### config.mk
export PLATFORM = sky130hd
export DESIGN_NAME = tcs_unit_flat
export DESIGN_NICKNAME = d
export VERILOG_FILES = /design/src/rtl/tcs_unit_if.sv /design/src/rtl/tcs_unit.sv /design/src/flat_wrapper.sv
export SDC_FILE = /design/constraint.sdc
export NUM_CORES = 1
export LEC_CHECK = 0
export ABC_AREA = 1
export CORE_AREA = 4 4 41 43
export CTS_BUF_LIST = sky130_fd_sc_hd__clkbuf_8 sky130_fd_sc_hd__clkbuf_16
export DETAILED_ROUTE_END_ITERATION = 7
export DIE_AREA = 0 0 45 47
export PLACE_DENSITY = 0.43
export SYNTH_ARGS = -nofsm -noshare
export SYNTH_HDL_FRONTEND = slang
export SYNTH_SLANG_ARGS = --single-unit
### constraint.sdc
create_clock -name clk -period 0.9 [get_ports clk]
set_clock_uncertainty 0.15 [all_clocks]
set_input_delay 0.135 -clock clk [delete_from_list [all_inputs] [get_ports clk]]
set_output_delay 0.135 -clock clk [all_outputs]
set_load 0.03 [all_outputs]
### src/rtl/tcs_unit_if.sv
// Operand/result bundle for the tcs_unit add/subtract leaf.
// The master side supplies operands, the slave side (the unit) returns results.
interface tcs_unit_if #(
  parameter int WIDTH = 2
);
  logic             in_valid;
  logic             sub;
  logic [WIDTH-1:0] a;
  logic [WIDTH-1:0] b;
  logic             out_valid;
  logic [WIDTH-1:0] sum;
  logic             carry;
  logic             ovf;

  modport master (
    output in_valid, sub, a, b,
    input  out_valid, sum, carry, ovf
  );

  modport slave (
    input  in_valid, sub, a, b,
    output out_valid, sum, carry, ovf
  );
endinterface

### src/rtl/tcs_unit.sv
// Registered two's-complement add/subtract unit.
// Subtraction is a + ~b + 1: b is inverted and the chain carry-in is set.
// The result goes through a ripple chain of full-adder cells and is
// registered with one cycle of latency; idle cycles hold the last result.
module tcs_unit #(
  parameter int WIDTH = 2
) (
  input  logic         clk,
  input  logic         rst,
  tcs_unit_if.slave    bus
);

  // One full-adder cell: returns {carry_out, sum_bit}.
  function automatic logic [1:0] full_add(input logic x, input logic y, input logic ci);
    logic s;
    logic co;
    s  = x ^ y ^ ci;
    co = (x & y) | (ci & (x ^ y));
    return {co, s};
  endfunction

  logic [WIDTH-1:0] b_eff_s;
  logic [WIDTH:0]   c_s;
  logic [WIDTH-1:0] sum_s;
  logic             ovf_s;

  logic             valid_r;
  logic [WIDTH-1:0] sum_r;
  logic             carry_r;
  logic             ovf_r;

  // Ripple chain: conditional inversion of b, carry-in = sub, cell by cell.
  always_comb begin
    b_eff_s = '0;
    c_s     = '0;
    sum_s   = '0;
    ovf_s   = 1'b0;
    if (bus.sub) begin
      b_eff_s = ~bus.b;
    end else begin
      b_eff_s = bus.b;
    end
    c_s[0] = bus.sub;
    for (int i = 0; i < WIDTH; i++) begin
      {c_s[i+1], sum_s[i]} = full_add(bus.a[i], b_eff_s[i], c_s[i]);
    end
    // Signed overflow: carry into the MSB cell differs from carry out of it.
    ovf_s = c_s[WIDTH] ^ c_s[WIDTH-1];
  end

  // Result register: capture on valid operands, hold otherwise.
  always_ff @(posedge clk or posedge rst) begin
    if (rst) begin
      valid_r <= 1'b0;
      sum_r   <= '0;
      carry_r <= 1'b0;
      ovf_r   <= 1'b0;
    end else begin
      valid_r <= bus.in_valid;
      if (bus.in_valid) begin
        sum_r   <= sum_s;
        carry_r <= c_s[WIDTH];
        ovf_r   <= ovf_s;
      end else begin
        sum_r   <= sum_r;
        carry_r <= carry_r;
        ovf_r   <= ovf_r;
      end
    end
  end

  assign bus.out_valid = valid_r;
  assign bus.sum       = sum_r;
  assign bus.carry     = carry_r;
  assign bus.ovf       = ovf_r;

endmodule

### src/flat_wrapper.sv
// flat-port wrapper written by rule: the top's interface ports become plain ports
module tcs_unit_flat 
#(
  parameter int WIDTH = 2
)
  (clk, rst, bus_in_valid, bus_sub, bus_a, bus_b, bus_out_valid, bus_sum, bus_carry, bus_ovf);
  tcs_unit_if #(.WIDTH(WIDTH)) bus_i ();
  input  logic clk;
  input  logic rst;
  input wire logic [$bits(bus_i.in_valid)-1:0] bus_in_valid;
  input wire logic [$bits(bus_i.sub)-1:0] bus_sub;
  input wire logic [$bits(bus_i.a)-1:0] bus_a;
  input wire logic [$bits(bus_i.b)-1:0] bus_b;
  output wire logic [$bits(bus_i.out_valid)-1:0] bus_out_valid;
  output wire logic [$bits(bus_i.sum)-1:0] bus_sum;
  output wire logic [$bits(bus_i.carry)-1:0] bus_carry;
  output wire logic [$bits(bus_i.ovf)-1:0] bus_ovf;
  assign bus_i.in_valid = bus_in_valid;
  assign bus_i.sub = bus_sub;
  assign bus_i.a = bus_a;
  assign bus_i.b = bus_b;
  assign bus_out_valid = bus_i.out_valid;
  assign bus_sum = bus_i.sum;
  assign bus_carry = bus_i.carry;
  assign bus_ovf = bus_i.ovf;
  tcs_unit #(.WIDTH(WIDTH)) u_core (.clk(clk), .rst(rst), .bus(bus_i));
endmodule
; ---- Word level (Yosys, flattened, before mapping)
; Cells that the tools add are included.
[word_totals]
register_bits = 5
inputBits = 8
out_inout_bits = 5
word_cells = 17
[classes]
mux = 1
bitwise = 12
[op_table]
columns = operator, n
row1 = bitwise XOR 1 bit, 5
row2 = AND 1 bit, 4
row3 = 2-to-1 mux 2 bit, 1
row4 = inverter 2 bit, 1
row5 = OR 1 bit, 2

; ---- Depth between registers and ports, before layout
[logic_depth]
word_depth = 8
depth_mapped = 9
depth_no_buf = 9

; ---- Least setup slack after synthesis
; Ideal clock, no wire load.
[synth_timing]
path_kind = in2reg
startpoint = input port bus_a[0]
endpoint = register u_core.ovf_r (netlist: u_core.bus.ovf)
setup_time_ps = 124
t_arrival_ps = 961
required_time_ps = 626
setup_slack_ps = -335
stages = 9
path_buffers = 0
cell_sequence = inv_1 -> nand2_1 -> nand2_1 -> inv_1 -> fa_1 -> nand2_1 -> inv_1 -> nand2_1 -> nand3_1
[synth_between]
elab_chain_cells = 6
elab_cells_between_ends = 7
classes_between = bitwise: 7
[synth_rtl]
columns = item, line
row1 = from (decl), flat_wrapper.sv:12  ; input wire logic [$bits(bus_i.a)-1:0] bus_a;
row2 = bitwise XOR 1 bit, tcs_unit.sv:18  ; co = (x & y) | (ci & (x ^ y));
row3 = AND 1 bit, tcs_unit.sv:18
row4 = OR 1 bit *, tcs_unit.sv:18
row5 = AND 1 bit *, tcs_unit.sv:18
row6 = OR 1 bit *, tcs_unit.sv:18
row7 = net u_core.c_s[2], tcs_unit.sv:23  ; logic [WIDTH:0] c_s;
row8 = bitwise XOR 1 bit *, tcs_unit.sv:48  ; ovf_s = c_s[WIDTH] ^ c_s[WIDTH-1];
row9 = to (signal assigned), tcs_unit.sv:63  ; ovf_r <= ovf_s;
row10 = to (signal assigned), tcs_unit.sv:67  ; ovf_r <= ovf_r;
row11 = to (decl), tcs_unit.sv:30  ; logic ovf_r;
; The timed path passes the listed nets; every way through them passes the cells marked *.
; A chain may end at the register's enable or synchronous reset.

; ---- Worst setup path after layout
[layout_timing]
startpoint = input port bus_b[0]
endpoint = register u_core.sum_r[1] (netlist: u_core.bus.sum[1])
[layout_between]
elab_chain_cells = 6
elab_cells_between_ends = 7
classes_between = mux: 1 / bitwise: 6
[layout_rtl]
columns = item, line
row1 = from (decl), flat_wrapper.sv:13  ; input wire logic [$bits(bus_i.b)-1:0] bus_b;
row2 = inverter 2 bit, tcs_unit.sv:39  ; b_eff_s = ~bus.b;
row3 = 2-to-1 mux 2 bit *, tcs_unit.sv:38  ; if (bus.sub) begin
row4 = bitwise XOR 1 bit, tcs_unit.sv:18
row5 = AND 1 bit, tcs_unit.sv:18
row6 = OR 1 bit *, tcs_unit.sv:18
row7 = bitwise XOR 1 bit *, tcs_unit.sv:17  ; s = x ^ y ^ ci;
row8 = net u_core.sum_s[1], tcs_unit.sv:24  ; logic [WIDTH-1:0] sum_s;
row9 = to (signal assigned), tcs_unit.sv:61  ; sum_r <= sum_s;
row10 = to (signal assigned), tcs_unit.sv:65  ; sum_r <= sum_r;
row11 = to (decl), tcs_unit.sv:28  ; logic [WIDTH-1:0] sum_r;
; Marked as above.

==> results.toml <==
[synthesis]
yosys.area_share.simple = 0.262
syn-num-nets = 41
ys_ff_latch = 5
synth_xor_area_frac = 0.0340
synth_area_um2 = 258
synth_top_family_by_area = "simple AND/OR/NAND/NOR gates"
synth_compound_area_frac = 0.0388
yosysSeqAreaShare = 0.485
yosysWarnings = 0
yosysUniqueCellTypes = 11
synthMuxAreaShare = 0
synth_adder_area_share = 0.0777
synthesis.instances = 32
syn_area_per_cell_um2 = 8.05

[power]
power_density_nw_per_um2 = 1710
ir_drop_mv = 0.952
finalPower_mw = 1.01
leakage_nw = 0.316

[placement]
port_buffers = 12
dp_cells = 64
hpwlAfterDp_um = 507
place_area_um2 = 467
gp_congestion = 0.666
dpl_worst_slack_ns = -0.937

[sta]
worstMarginPinSlew_ns = 0.197
finalCritPeriodShare = 1.28
grt_setup_unrepaired = "yes"
setup_tns_ns = -1.34
drv_slew = 0
setup_viol = 8
fmax_mhz = 869
holdWs_ns = -0.0349
slew_headroom = 0.869
finalHoldViolations = 5
fin_crit_ns = 1.15
final.setup.worst_slack_ns = -0.251

[grt]
antenna_found_initial = 0
grtUsageTotal = 0.0788
gr-total-overflow = 0
grt_first_pass_wirelength_mm = 1.14
grt_max_degree = 6
grt_pass1_vias = 304

[clocking]
clk_pin_slew_ns = 0.04
cts_tree = "built"
cts_buffers = 3
htree_levels = 1
clock_path_buffers = 2
clkSinkCount = 5
clock_latency_ns = 0.21
cts-root-buf = "clkbuf_8"

[final_layout]
fill_cells = 136
area_growth_pct = 128
fin_cells = 76
fin_util = 0.452
final_area_um2 = 588
drive_gt1_frac = 0.656
n_antenna_cell = 0
nets = 71

[critical_path]
path_buf_inv = 4
critPathKind = "input port to flop"
crit_chain = "buf_6 -> buf_6 -> inv_12 -> nand2_4 -> nand2_2 -> inv_2 -> fa_2 -> nand2_1 -> nand2_1"
cp_top_family = "adder cells"
reg2reg_depth = 3
reg2reg_to = "u_core.bus.ovf"
crit_start = "bus_b[0]"
r2r_slack_ns = -0.03
critPathCaptureType = "flop"
cp.arrival_ns = 1.16
r2r-start = "u_core.bus.ovf"
crit_slowest_cell = "fa_2"
crit_path_max_fanout = 2
start_kind = "input port"
crit_required_ns = 0.91
max_stage_delay_ns = 0.51

[floorplan]
fp-row-count = 13
die_area_um2 = 2120
core_region_area_um2 = 1300
fp.dieW_um = 45
die_h_um = 47
ios = 13
initial_utilization = 0.198

[detailed_routing]
drt_iter0_drc = 0
routedWlPerCell_um = 9.18
drc_errors = 0
drt_pre_antenna_iters = 1
wl_um = 698
viasPerCell = 3.82
final_antenna_net_count = 0
vias = 290

[status]
violations = "hold timing, setup timing"
status = "finished with violations"

[worst_hold_path]
hold_class = "input port to asynchronous set/reset pin"

[job]
maxCapViolCount = 0
[registers in the layout, indices dropped and copies added (netlist names)]
| register | flops |
|---|---|
| u_core.bus.ovf | 1 |
| u_core.bus.out_valid | 1 |
| u_core.bus.sum | 2 |
| u_core.bus.carry | 1 |
[kinds of logic after synthesis]
logic type / after synthesis
xor gates and xnor gates: 1
buffers and inverters: 7
adders and majority gates: 1
DFF: 5
AOI/OAI and AO/OA: 2
and+or+nand+nor: 16
[where the power goes]
part | internal (mW) | switching (mW)
Combinational | 0.172 | 0.161
Clock | 0.292 | 0.104
Sequential | 0.256 | 0.0210
[routing by layer]
metal  part of all wire  GRT usage  vias to the layer above
li1                   -          -                      151
met1               0.44     0.0882                      130
met2               0.46      0.110                        9
met3              0.099     0.0613                        0
met4                  0     0.0351                        0
met5                  0          0                        -
[worst max path at each step]
stage	endpoint	slack, ns	depth (start not counted)
floorplan	u_core.bus.ovf	-0.26	9
global route	u_core.bus.ovf	-0.28	11
finish	u_core.bus.sum[1]	-0.25	9
detailed placement	u_core.bus.ovf	-0.94	11
global placement	u_core.bus.ovf	-0.94	11
CTS	u_core.bus.ovf	-0.28	11
[Yosys cell counts (all sizes together)]
library cell  instances  area [um^2]
inv                   7         26.3
nand2                12         47.6
fa                    1         20.0
nand3                 2         10.0
xor2                  1         8.76
dfrtp                 5          125
a21oi                 2         10.0
nor2                  2         10.0
[area by class of cell]
cell class	count	area, um^2	share of cell area
inverters	7	51.3	0.0872
clock buffers	3	41.3	0.0702
well taps	15	18.8	0.0319
clock inverters	1	3.75	0.00638
repair buffers	25	211	0.360
multi-input cells	20	136	0.232
flip-flops and latches	5	125	0.213
[worst register-to-register path, cell delays in order (launching register included)]
cell and delay, ns:
dfrtp_1 0.39, buf_4 0.14, nand2_1 0.07, nand3_2 0.07
[layout by cell type (no fill, tap or decap)]
master           count
nand3_1              1
nand2_4              1
a21oi_1              2
clkdlybuf4s50_1      1
dlygate4sd2_1        2
clkbuf_8             3
fa_2                 1
inv_6                1
nand2_1              7
xor2_2               1
nor2_1               1
inv_2                3
buf_4               12
nor2_2               1
inv_8                1
nand3_2              1
inv_1                2
dfrtp_1              5
buf_2                3
inv_12               1
buf_6                7
nand2_2              4
[what timing repair did]
item / in CTS / in global routing
resized for setup: 26 / 3
setup endpoints to repair: 9 / 8
gates cloned: 0 / 0
setup buffers: 3 / 5
endpoints found under the hold margin: 5 / 0
pin swaps: 5 / 4
(Power assumes the default switching activity.)
